==> config.mk <==
export PLATFORM = sky130hd
export DESIGN_NAME = mm_result_collector
export DESIGN_NICKNAME = d
export VERILOG_FILES = /design/src/rtl/mm_result_collector.sv
export SDC_FILE = /design/constraint.sdc
export NUM_CORES = 1
export LEC_CHECK = 0
export ABC_AREA = 1
export CELL_PAD_IN_SITES_DETAIL_PLACEMENT = 0
export CELL_PAD_IN_SITES_GLOBAL_PLACEMENT = 1
export CORE_MARGIN = 3
export CORE_UTILIZATION = 46
export CTS_CLUSTER_DIAMETER = 60
export DETAILED_ROUTE_END_ITERATION = 10
export GPL_ROUTABILITY_DRIVEN = 0
export PLACE_DENSITY_LB_ADDON = 0.3
export SYNTH_ARGS = -nofsm -noshare
export SYNTH_HDL_FRONTEND = slang
export SYNTH_SLANG_ARGS = --single-unit
==> constraint.sdc <==
create_clock -name clk -period 2.9 [get_ports clk]
set_input_delay 0.87 -clock clk [delete_from_list [all_inputs] [get_ports clk]]
set_output_delay 0.87 -clock clk [all_outputs]
set_load 0.005 [all_outputs]
==> src/rtl/mm_result_collector.sv <==
// Result collector: rescales and saturates accumulator results, tags each with
// its row index and end-of-vector flag, and buffers them in a first-word-fallthrough FIFO.
module mm_result_collector #(
  parameter int ACC_W   = 32,
  parameter int OUT_W   = 16,
  parameter int SHIFT   = 0,
  parameter int VEC_LEN = 8,
  parameter int DEPTH   = 8
) (
  input  logic                       clk,
  input  logic                       rst,
  input  logic                       flush,
  input  logic                       in_valid,
  output logic                       in_ready,
  input  logic [ACC_W-1:0]           in_data,
  output logic                       out_valid,
  input  logic                       out_ready,
  output logic [OUT_W-1:0]           out_data,
  output logic [$clog2(VEC_LEN)-1:0] out_idx,
  output logic                       out_last,
  output logic                       out_sat,
  output logic [$clog2(DEPTH):0]     level,
  output logic [15:0]                vec_done_cnt
);

  localparam int PTR_W = $clog2(DEPTH);
  localparam int LVL_W = PTR_W + 1;
  localparam int IDX_W = $clog2(VEC_LEN);

  localparam logic [LVL_W-1:0] FULL_LVL = LVL_W'(DEPTH);
  localparam logic [IDX_W-1:0] LAST_IDX = IDX_W'(VEC_LEN - 1);

  // Saturation bounds sign-extended to the accumulator width so the compare is exact.
  localparam logic signed [ACC_W-1:0] SAT_MAX = {{(ACC_W-OUT_W+1){1'b0}}, {(OUT_W-1){1'b1}}};
  localparam logic signed [ACC_W-1:0] SAT_MIN = {{(ACC_W-OUT_W+1){1'b1}}, {(OUT_W-1){1'b0}}};

  typedef struct packed {
    logic [OUT_W-1:0] data;
    logic [IDX_W-1:0] idx;
    logic             last;
    logic             sat;
  } entry_t;

  entry_t                   mem [DEPTH];
  entry_t                   wr_entry;
  entry_t                   head;
  logic [PTR_W-1:0]         wr_ptr;
  logic [PTR_W-1:0]         rd_ptr;
  logic [LVL_W-1:0]         level_q;
  logic [IDX_W-1:0]         row_cnt;
  logic [15:0]              vec_done_q;
  logic signed [ACC_W-1:0]  shifted;
  logic                     push;
  logic                     pop;

  // Handshake flags depend only on registered occupancy, never on out_ready.
  assign in_ready  = (level_q != FULL_LVL);
  assign out_valid = (level_q != '0);
  assign push      = in_valid && in_ready;
  assign pop       = out_valid && out_ready;

  // NOTE: every signal driven here gets a default first, so no path leaves it unassigned and no latch is inferred.
  always_comb begin
    shifted       = $signed(in_data) >>> SHIFT;
    wr_entry.data = shifted[OUT_W-1:0];
    wr_entry.sat  = 1'b0;
    wr_entry.idx  = row_cnt;
    wr_entry.last = (row_cnt == LAST_IDX);
    if (shifted > SAT_MAX) begin
      wr_entry.data = SAT_MAX[OUT_W-1:0];
      wr_entry.sat  = 1'b1;
    end else if (shifted < SAT_MIN) begin
      wr_entry.data = SAT_MIN[OUT_W-1:0];
      wr_entry.sat  = 1'b1;
    end
  end

  // NOTE: state registers use non-blocking assignments so every flop samples pre-edge values.
  always_ff @(posedge clk or posedge rst) begin
    if (rst) begin
      wr_ptr     <= '0;
      rd_ptr     <= '0;
      level_q    <= '0;
      row_cnt    <= '0;
      vec_done_q <= '0;
    end else if (flush) begin
      wr_ptr  <= '0;
      rd_ptr  <= '0;
      level_q <= '0;
      row_cnt <= '0;
    end else begin
      if (push) begin
        wr_ptr  <= wr_ptr + 1'b1;
        row_cnt <= (row_cnt == LAST_IDX) ? '0 : row_cnt + 1'b1;
      end
      if (pop) begin
        rd_ptr <= rd_ptr + 1'b1;
        if (head.last) vec_done_q <= vec_done_q + 1'b1;
      end
      case ({push, pop})
        2'b10:   level_q <= level_q + 1'b1;
        2'b01:   level_q <= level_q - 1'b1;
        default: ;
      endcase
    end
  end

  // NOTE: the storage array has no reset; emptiness is tracked by level_q and outputs are gated while empty.
  always_ff @(posedge clk) begin
    if (push && !flush) mem[wr_ptr] <= wr_entry;
  end

  assign head         = mem[rd_ptr];
  assign out_data     = out_valid ? head.data : '0;
  assign out_idx      = out_valid ? head.idx  : '0;
  assign out_last     = out_valid && head.last;
  assign out_sat      = out_valid && head.sat;
  assign level        = level_q;
  assign vec_done_cnt = vec_done_q;

endmodule

==> flow_summary.ini, run 1 <==
[power_and_ir_drop]
post-layout-total-power_mw = 9.37
power.density_cell_area_nw_per_um2 = 872
p_leak_nw = 4.04
netSwitchingFraction = 0.336
vdd_ir_drop_max_uv = 537
switching_power_mw = 3.15
intPower_mw = 6.22
combPwrFrac = 0.391
sequentialPowerShare = 0.362
clockPowerShare = 0.247

[timing]
maxClockFrequency_mhz = 329
holdWs_ps = 539
layout_worst_path_cycle_share = 1.05
hold_violations = 0
tightest_slew_ps = 562
finalSetupTns_ps = -178
finalSetupViolCount = 5
finalMaxSlewViolations = 0
slew-limit-headroom = 0.625
timing.final.crit_period_ps = 3040
finalClockSkew_ps = 7.90
rsz0062_at_grt = true
post-route-worst-setup-slack_ps = -144

[synth]
yosys_register_bits = 197
post_synth.cell_area_avg_um2 = 11.2
synthesis_warning_total = 0
post-synth-top-area-fraction = 0.596
synth_sequential_area_ratio = 0.682
synth_nets = 801
synth_area_leader_cell = sky130_fd_sc_hd__edfxtp_1
netlist_area_um2 = 8470
syn-instance-count = 757
leading_post_synthesis_cells_by_cell_area = sky130_fd_sc_hd__edfxtp_1, sky130_fd_sc_hd__dfrtp_1, sky130_fd_sc_hd__nor2_1
post_synth_num_cell_types = 32

[die]
die_area_um2 = 20100
initial_core_util = 0.479
rows = 48
die_h_um = 142
floorplan.die.width_um = 142
core_region_area_um2 = 17700
design.portCount = 80

[worst_setup_path]
cp-start-kind = register
timing_worst_setup_path_type = register to primary output
timing.reg2reg.worst_path_depth = 10
crit_fanout = 16
rr_endpoint = vec_done_cnt[3]
reg2reg_setup_slack_ps = 860
category_of_the_worst_setup_path_capture_point = primary output
r2r-start = rd_ptr[0]
critPathArrivalTime_ps = 2170
required_worst_endpoint_ps = 2030

[layout]
leading_cell_type_in_the_layout_fill_and_taps_excluded = sky130_fd_sc_hd__nor2_1
layout-drive-gt1-share = 0.160
area_growth_syn_to_layout_pct = 27.0
layout.filler_cells = 1398
most-common-layout-cells = sky130_fd_sc_hd__nor2_1, sky130_fd_sc_hd__edfxtp_1, sky130_fd_sc_hd__nand2_1
post_layout_nonfiller_instances = 1107
finish.net_count = 913
antenna_cells = 0

[global_route]
maximum_number_of_pins_on_one_net_before_global_route_repair = 61
grt_first_pass_wirelength_um = 31800
vias_in_the_first_global_route = 5984
overflow = 0
grt.total_usage = 0.206
grt_antenna_before_repair = 0

[min_path]
min_from = vec_done_cnt[0]
min_delay_path_depth = 1
min_delay_worst_endpoint = vec_done_cnt[0]
timing.hold.worst.class = register to register

[drt]
detailroute.via_count = 6079
wl_um = 20400
route.detailed.vias_per_inst = 5.49
drt_iter0_markers = 632
detail_route.drc_violations = 0
average_routed_wire_per_standard_cell_um = 18.5
drtAntennaViolNets = 0
detailedRoute.firstPassIterationCount = 5

[run]
maxCapViolations = 0

[outcome]
result_of_the_run = finished, violations left
violations = setup timing

[clock_tree]
cts.path.max_buffers = 2
ctsHtreeMaxLevel = 4
cts_inserted_buffers = 17
tritoncts = yes
clockRootBuffer = sky130_fd_sc_hd__clkbuf_16
clk_transition_reported_paths_ps = 70
clock_latency_ps = 430
cts.sinks = 197

[place]
post-place-cells = 1049
io_buffer_count = 79
place.detailed.hpwl_um = 11400
==> area by class of cell <==
class                   count  area, µm²  share of cell area
clock buffers              17        425              0.0396
clock inverters            15        158              0.0147
inverters                  35        136              0.0127
multi-input cells         486       2540               0.236
flip-flops and latches    197       5770               0.537
well taps                 225        282              0.0262
repair buffers            132       1440               0.134
==> cells by family (layout without fill, tap and decap cells) <==
kind of cell / Yosys count / in the layout / synth area share
xor gates and xnor gates: 16 / 16 / 0.0166
and+or+nand+nor: 337 / 337 / 0.159
adders and majority gates: 7 / 7 / 0.0103
AOI/OAI and AO/OA: 126 / 126 / 0.0952
buffers and inverters: 74 / 199 / 0.0371
DFF: 197 / 197 / 0.682
==> worst max-delay path, stage by stage (launching register included) <==
cell,delay (ps)
sky130_fd_sc_hd__dfrtp_2,490
sky130_fd_sc_hd__clkinv_4,100
sky130_fd_sc_hd__buf_8,150
sky130_fd_sc_hd__nor2_1,60
sky130_fd_sc_hd__o32ai_1,230
sky130_fd_sc_hd__o21ai_0,110
sky130_fd_sc_hd__nor2_1,90
sky130_fd_sc_hd__clkdlybuf4s50_1,500
==> metrics by stage <==
stage | area [µm²] | setup slack, ps | util
2_1_floorplan | 8470 | 182 | -
3_3_place_gp | 9770 | 178 | 0.553
3_5_place_dp | 9770 | 164 | 0.553
4_1_cts | 10600 | -258 | 0.601
5_1_grt | 10700 | -236 | 0.609
6_report | 10700 | -144 | 0.609
==> routing by layer <==
layer | share of wire | track usage
met1 | 0.45 | 0.286
met2 | 0.49 | 0.330
met3 | 0.058 | 0.0431
met4 | 0.0093 | 0.0616
met5 | 0 | 0
==> state kept, by name, indices dropped and copies added (netlist names) <==
register	count
level	4
mem	168
rd_ptr	3
row_cnt	3
vec_done_cnt	16
wr_ptr	3
==> synth_stat cells <==
cell and number:
sky130_fd_sc_hd__o211ai_2 2, sky130_fd_sc_hd__buf_4 4, sky130_fd_sc_hd__nand3_1 17, sky130_fd_sc_hd__nand3b_1 1, sky130_fd_sc_hd__nand2_1 112, sky130_fd_sc_hd__xnor2_1 11, sky130_fd_sc_hd__clkinv_1 1, sky130_fd_sc_hd__ha_1 7
sky130_fd_sc_hd__inv_2 2, sky130_fd_sc_hd__o32ai_1 40, sky130_fd_sc_hd__nand4_4 1, sky130_fd_sc_hd__and3_1 1, sky130_fd_sc_hd__nor4_1 4, sky130_fd_sc_hd__buf_6 1, sky130_fd_sc_hd__nor3_1 1, sky130_fd_sc_hd__o21ai_1 15
sky130_fd_sc_hd__edfxtp_1 168, sky130_fd_sc_hd__buf_2 11, sky130_fd_sc_hd__a31o_2 1, sky130_fd_sc_hd__nor3_2 1, sky130_fd_sc_hd__dfrtp_1 29, sky130_fd_sc_hd__o21ai_0 64, sky130_fd_sc_hd__o21a_1 1, sky130_fd_sc_hd__nor2_2 2
sky130_fd_sc_hd__buf_1 1, sky130_fd_sc_hd__nand4_1 6, sky130_fd_sc_hd__nor2_1 191, sky130_fd_sc_hd__a21oi_1 2, sky130_fd_sc_hd__a21oi_2 1, sky130_fd_sc_hd__clkbuf_1 22, sky130_fd_sc_hd__xor2_1 5, sky130_fd_sc_hd__inv_1 32
==> what timing repair did <==
action	4_1_cts	5_1_grt
hold buffers	0	0
setup buffers	13	12
pin swaps	8	26
hold endpoints to repair	0	0
gates cloned	3	1
setup endpoints to repair	21	21
resized for setup	48	66
==> power by group through the flow <==
| stage | clock (mW) | combinational, mW | sequential (mW) |
|---|---|---|---|
| 2_1_floorplan | 0 | 1.76 | 3.40 |
| 3_3_place_gp | 0 | 3.10 | 3.43 |
| 3_5_place_dp | 0 | 3.14 | 3.44 |
| 4_1_cts | 2.35 | 3.49 | 3.39 |
| 5_1_grt | 2.47 | 4.00 | 3.41 |
| 6_report | 2.32 | 3.67 | 3.39 |
==> worst max path at each step <==
stage / cells past startpoint / endpoint / start
2_1_floorplan: 4 / mem[0][0] / in_valid
5_1_grt: 7 / out_data[6] / rd_ptr[0]
4_1_cts: 6 / out_data[3] / rd_ptr[0]
6_report: 7 / out_data[6] / rd_ptr[0]
3_3_place_gp: 7 / out_sat / rd_ptr[0]
3_5_place_dp: 7 / out_sat / rd_ptr[0]
Note: power is estimated with default switching activity, not from simulation.
==> run 2, diff against run 1 <==
CORE_UTILIZATION = 35   (was 46)
==> run 2 against run 1 <==
- the run still ends with setup timing left
- final area rose by 2.6%
- worst setup slack got worse by 23 ps
- wire length rose by 2.4%
- sequential cell count did not move
- non-clock buffer count rose by 11
- first-iteration DRC count fell by 34%
- sequential share of layout area fell by 1.4 points
- global-route usage fell by 4.4 points
- critical endpoint is now out_data[8]
- critical path depth fell by 1
- maximum frequency fell by 0.75%
- highest routed layer unchanged
==> flow_summary.ini, run 2 (synthesis gave the netlist of run 1 again) <==
[outcome]
result_of_the_run = finished, violations left
violations = setup timing

[global_route]
vias_in_the_first_global_route = 5974
grt.total_usage = 0.161
grt_antenna_before_repair = 0
grt_first_pass_wirelength_um = 32600
overflow = 0
maximum_number_of_pins_on_one_net_before_global_route_repair = 49

[clock_tree]
cts.path.max_buffers = 2
clock_latency_ps = 430
cts.sinks = 197
cts_inserted_buffers = 17
tritoncts = yes
clockRootBuffer = sky130_fd_sc_hd__clkbuf_16
ctsHtreeMaxLevel = 4
holdBufCountCts = 0
clk_transition_reported_paths_ps = 70

[layout]
largest_register_ff_count = 168
fin_area_um2 = 11000
post_layout_nonfiller_instances = 1212
layout.core_utilization = 0.467
antenna_cells = 0
area_growth_syn_to_layout_pct = 30.3
layout.filler_cells = 2187
leading_cell_type_in_the_layout_fill_and_taps_excluded = sky130_fd_sc_hd__edfxtp_1
most-common-layout-cells = sky130_fd_sc_hd__edfxtp_1, sky130_fd_sc_hd__nor2_1, sky130_fd_sc_hd__nand2_1
layout-drive-gt1-share = 0.181
registers.top_by_ff_count = mem
finish.net_count = 924

[place]
place.detailed.hpwl_um = 12600
post-place-cells = 1169
io_buffer_count = 79
place_area_um2 = 10100

[worst_setup_path]
crit_fanout = 36
crit_family = buffers and inverters
category_of_the_worst_setup_path_capture_point = primary output
timing.critical_path.mode_cell = sky130_fd_sc_hd__nor2_1
cp-start-kind = register
worst-path-buf-inv = 2
critPathArrivalTime_ps = 2200
setup.worst_path.start = rd_ptr[0]
required_worst_endpoint_ps = 2030
slowest_delay_ps = 510
timing_worst_setup_path_type = register to primary output
r2r-start = level[0]
list_of_cells_traversed_by_the_critical_path = buf_12 > nor2_1 > o32ai_1 > nor2_1 > nor2_1 > clkdlybuf4s50_1
cpMaxStageDelayCell = sky130_fd_sc_hd__clkdlybuf4s50_1

[die]
floorplan.die.width_um = 162
design.portCount = 80
rows = 56
die_h_um = 162
die_area_um2 = 26100
core_region_area_um2 = 23600
initial_core_util = 0.359

[timing]
layout_worst_path_cycle_share = 1.06
finalMaxSlewViolations = 0
rsz0062_at_grt = true
finalClockSkew_ps = 8.10
tightest_slew_ps = 403
finalSetupViolCount = 6
maxClockFrequency_mhz = 326
hold_violations = 0
timing.final.crit_period_ps = 3070
post-route-worst-setup-slack_ps = -167
slew-limit-headroom = 0.731

[drt]
detail_route.drc_violations = 0
drtAntennaViolNets = 0
route.detailed.vias_per_inst = 4.92
detailedRoute.firstPassIterationCount = 5
drt_iter0_markers = 418
detailroute.via_count = 5965
average_routed_wire_per_standard_cell_um = 17.3
wl_um = 20900

[power_and_ir_drop]
post-layout-total-power_mw = 9.37
p_leak_nw = 4.13
vdd_ir_drop_max_uv = 516
power.density_cell_area_nw_per_um2 = 849

[min_path]
min_from = vec_done_cnt[0]
timing.hold.worst.class = register to register

[run]
maxCapViolations = 0
## run 2: changes by cell type in the layout (fill, tap and decap cells not counted), moves of 4 or more
cell / previous run / this run
sky130_fd_sc_hd__o21ai_1: 25 / 17
sky130_fd_sc_hd__nor2_1: 178 / 167
sky130_fd_sc_hd__nor2_4: 0 / 4
sky130_fd_sc_hd__nor2_2: 15 / 22
sky130_fd_sc_hd__inv_6: 1 / 6
sky130_fd_sc_hd__dlygate4sd2_1: 2 / 8
sky130_fd_sc_hd__o21ai_0: 52 / 60
sky130_fd_sc_hd__buf_4: 26 / 39
## run 2: cell type report
cell class	count	area [µm²]	share of cell area
flip-flops and latches	197	5770	0.523
multi-input cells	486	2620	0.237
repair buffers	143	1510	0.137
clock buffers	17	425	0.0386
well taps	319	399	0.0362
clock inverters	15	169	0.0153
inverters	35	136	0.0124
## run 2: routing by layer
| metal | track usage | part of all wire |
|---|---|---|
| met5 | 0 | 0 |
| met4 | 0.0375 | 0.011 |
| met3 | 0.0333 | 0.041 |
| met2 | 0.270 | 0.50 |
| met1 | 0.218 | 0.45 |
## run 2: what timing repair did
action,CTS,global route
setup buffers,7,3
cloned,3,0
endpoints found under the setup margin,21,20
pin swaps,10,22
gates resized for setup,48,59
## run 2: final timing paths
kind	end	slack, ps	cells after the start
hold reg to reg	vec_done_cnt[0]	530	1
setup / recovery	out_data[8]	-170	6
max in group asynchronous	rd_ptr[0]	1760	3
setup reg to reg	mem[6][13]	840	7
min in group asynchronous	vec_done_cnt[11]	820	3
hold / removal	vec_done_cnt[0]	530	1
## run 2: power by group
group          switching, mW  internal [mW]
registers              0.143           3.24
logic                   1.94           1.68
clock network           1.07           1.30
total                   3.16           6.21
## run 2: per-stage QoR
stage | hold WS [ps] | setup slack [ps] | setup TNS [ps]
finish | 533 | -167 | -453
global route | 584 | -260 | -1260
CTS | 534 | -217 | -834
detailed placement | 524 | 134 | 0
global placement | 521 | 156 | 0
floorplan | 513 | 182 | 0
==> run 3, diff against run 2 <==
PLACE_DENSITY_LB_ADDON = 0.1   (was 0.3)
==> run 3 against run 2 <==
- the run still ends with setup timing left
- non-clock buffer count increased by 1
- register-to-register slack improved by 70 ps
- highest routed layer unchanged
- via count increased by 2.0%
- sequential power hardly changed
- worst setup slack better by 160 ps
- sequential share of layout area is 1.9 points lower
- critical path type unchanged
- sequential cell count unchanged
- total power is 7.9% higher
- wire length grew 9.7%
==> flow_summary.ini, run 3 (synthesis gave the netlist of run 1 again) <==
[worst_setup_path]
setup.worst_path.start = rd_ptr[0]
rr_endpoint = level[3]
critPathArrivalTime_ps = 2040
r2r-start = level[0]
cp-start-kind = register
reg2reg_setup_slack_ps = 910
timing_worst_setup_path_type = register to primary output
crit_fanout = 13
category_of_the_worst_setup_path_capture_point = primary output
timing.reg2reg.worst_path_depth = 12
required_worst_endpoint_ps = 2030

[timing]
finalSetupViolCount = 2
slew-limit-headroom = 0.757
finalMaxSlewViolations = 0
rsz0062_at_grt = true
hold_violations = 0
timing.final.crit_period_ps = 2910
post-route-worst-setup-slack_ps = -9.66
layout_worst_path_cycle_share = 1.00
tightest_slew_ps = 364
maxClockFrequency_mhz = 344
finalClockSkew_ps = 12.0

[layout]
fin_area_um2 = 11400
area_growth_syn_to_layout_pct = 35.1
leading_cell_type_in_the_layout_fill_and_taps_excluded = sky130_fd_sc_hd__edfxtp_1
layout-drive-gt1-share = 0.230
layout.filler_cells = 2160
most-common-layout-cells = sky130_fd_sc_hd__edfxtp_1, sky130_fd_sc_hd__nor2_1, sky130_fd_sc_hd__nand2_1
largest_register_ff_count = 168
layout.core_utilization = 0.484
registers.top_by_ff_count = mem
final-seq-area_um2 = 5770
antenna_cells = 0
multi_input_comb_area_um2 = 2810
finish.net_count = 925

[global_route]
maximum_number_of_pins_on_one_net_before_global_route_repair = 51
grt_antenna_before_repair = 0
grt_first_pass_wirelength_um = 36000
grt.total_usage = 0.179
vias_in_the_first_global_route = 6457
overflow = 0

[drt]
detail_route.drc_violations = 0
average_routed_wire_per_standard_cell_um = 18.9
drt_iter0_markers = 369
drtAntennaViolNets = 0
route.detailed.vias_per_inst = 5.01
detailroute.via_count = 6083
detailedRoute.firstPassIterationCount = 4
wl_um = 23000

[min_path]
min_delay_path_depth = 1
timing.hold.worst.class = register to register
min_from = vec_done_cnt[0]
min_delay_worst_endpoint = vec_done_cnt[0]

[outcome]
violations = setup timing
result_of_the_run = finished, violations left

[clock_tree]
cts.sinks = 197
cts_inserted_buffers = 17
clock_latency_ps = 430
tritoncts = yes
cts.path.max_buffers = 2
holdBufCountCts = 0
ctsHtreeMaxLevel = 4
clk_transition_reported_paths_ps = 70
clockRootBuffer = sky130_fd_sc_hd__clkbuf_16

[die]
rows = 56
initial_core_util = 0.359
die_area_um2 = 26100
core_region_area_um2 = 23600
floorplan.die.width_um = 162
design.portCount = 80
die_h_um = 162

[place]
place_area_um2 = 9940
place_worst_setup_slack_ps = 143
io_buffer_count = 79
place.detailed.hpwl_um = 12400

[power_and_ir_drop]
power.density_cell_area_nw_per_um2 = 884
vdd_ir_drop_max_uv = 472
post-layout-total-power_mw = 10.1
p_leak_nw = 4.22

[run]
maxCapViolations = 0
run 3: cell types whose count changed in the layout (fill, tap and decap cells not counted), moves of 3 or more:
cell,before,now
sky130_fd_sc_hd__buf_12,19,27
sky130_fd_sc_hd__buf_2,6,13
sky130_fd_sc_hd__buf_4,39,20
sky130_fd_sc_hd__buf_8,1,6
sky130_fd_sc_hd__clkbuf_16,17,20
sky130_fd_sc_hd__dlygate4sd2_1,8,2
sky130_fd_sc_hd__nor2_1,167,157
sky130_fd_sc_hd__nor2_2,22,28
sky130_fd_sc_hd__nor2_4,4,8
sky130_fd_sc_hd__o21ai_0,60,21
sky130_fd_sc_hd__o21ai_1,17,43
sky130_fd_sc_hd__o21ai_2,0,13
sky130_fd_sc_hd__o32ai_1,23,9
sky130_fd_sc_hd__o32ai_2,17,31
run 3: power breakdown:
group	leakage, nW	switching (mW)	internal [mW]
logic	2.02	2.26	2.18
clock network	0.275	1.07	1.21
registers	1.92	0.146	3.24
total	4.22	3.48	6.63
run 3: what timing repair did:
item                       CTS  global route
pin swaps                   25            42
buffers inserted            23             3
gates resized for setup    115           117
setup endpoints to repair   21            21
gates cloned                 8             3
run 3: per-layer routing:
| metal | track usage | vias up | routed length [µm] |
|---|---|---|---|
| met1 | 0.233 | 3016 | 10100 |
| met3 | 0.0331 | 25 | 1010 |
| met5 | 0 | - | 0 |
| li1 | - | 2914 | - |
| met4 | 0.0532 | 0 | 406 |
| met2 | 0.305 | 128 | 11500 |
run 3: worst max path at each step:
stage                              end  slack [ps]  depth (start not counted)
after global placement     out_data[2]         170                          7
after global routing      out_data[15]        -120                          7
after detailed placement   out_data[2]         140                          7
after floorplan              mem[0][0]         180                          4
after CTS                   out_idx[0]         -60                          8
final                       out_idx[0]         -10                          7
run 3: metrics by stage:
step	hold WS [ps]	instances	TNS, ps
2_1_floorplan	513	757	0
3_3_place_gp	520	1147	0
3_5_place_dp	531	1147	0
4_1_cts	546	1210	-550
5_1_grt	590	1213	-747
6_report	544	1213	-11.8
run 3: worst max-delay path, stage by stage, from the launching register on:
cell and delay, ps:
sky130_fd_sc_hd__dfrtp_2 480, sky130_fd_sc_hd__buf_4 160, sky130_fd_sc_hd__bufbuf_16 280, sky130_fd_sc_hd__o21ai_4 150, sky130_fd_sc_hd__o32ai_2 80, sky130_fd_sc_hd__o21ai_1 140
sky130_fd_sc_hd__nor2_1 70, sky130_fd_sc_hd__dlygate4sd2_1 260
run 3: cell type report:
cell class              instances  share of cell area
inverters                      35              0.0119
repair buffers                144               0.153
clock buffers                  18              0.0375
well taps                     319              0.0349
flip-flops and latches        197               0.505
clock inverters                14              0.0123
multi-input cells             486               0.246
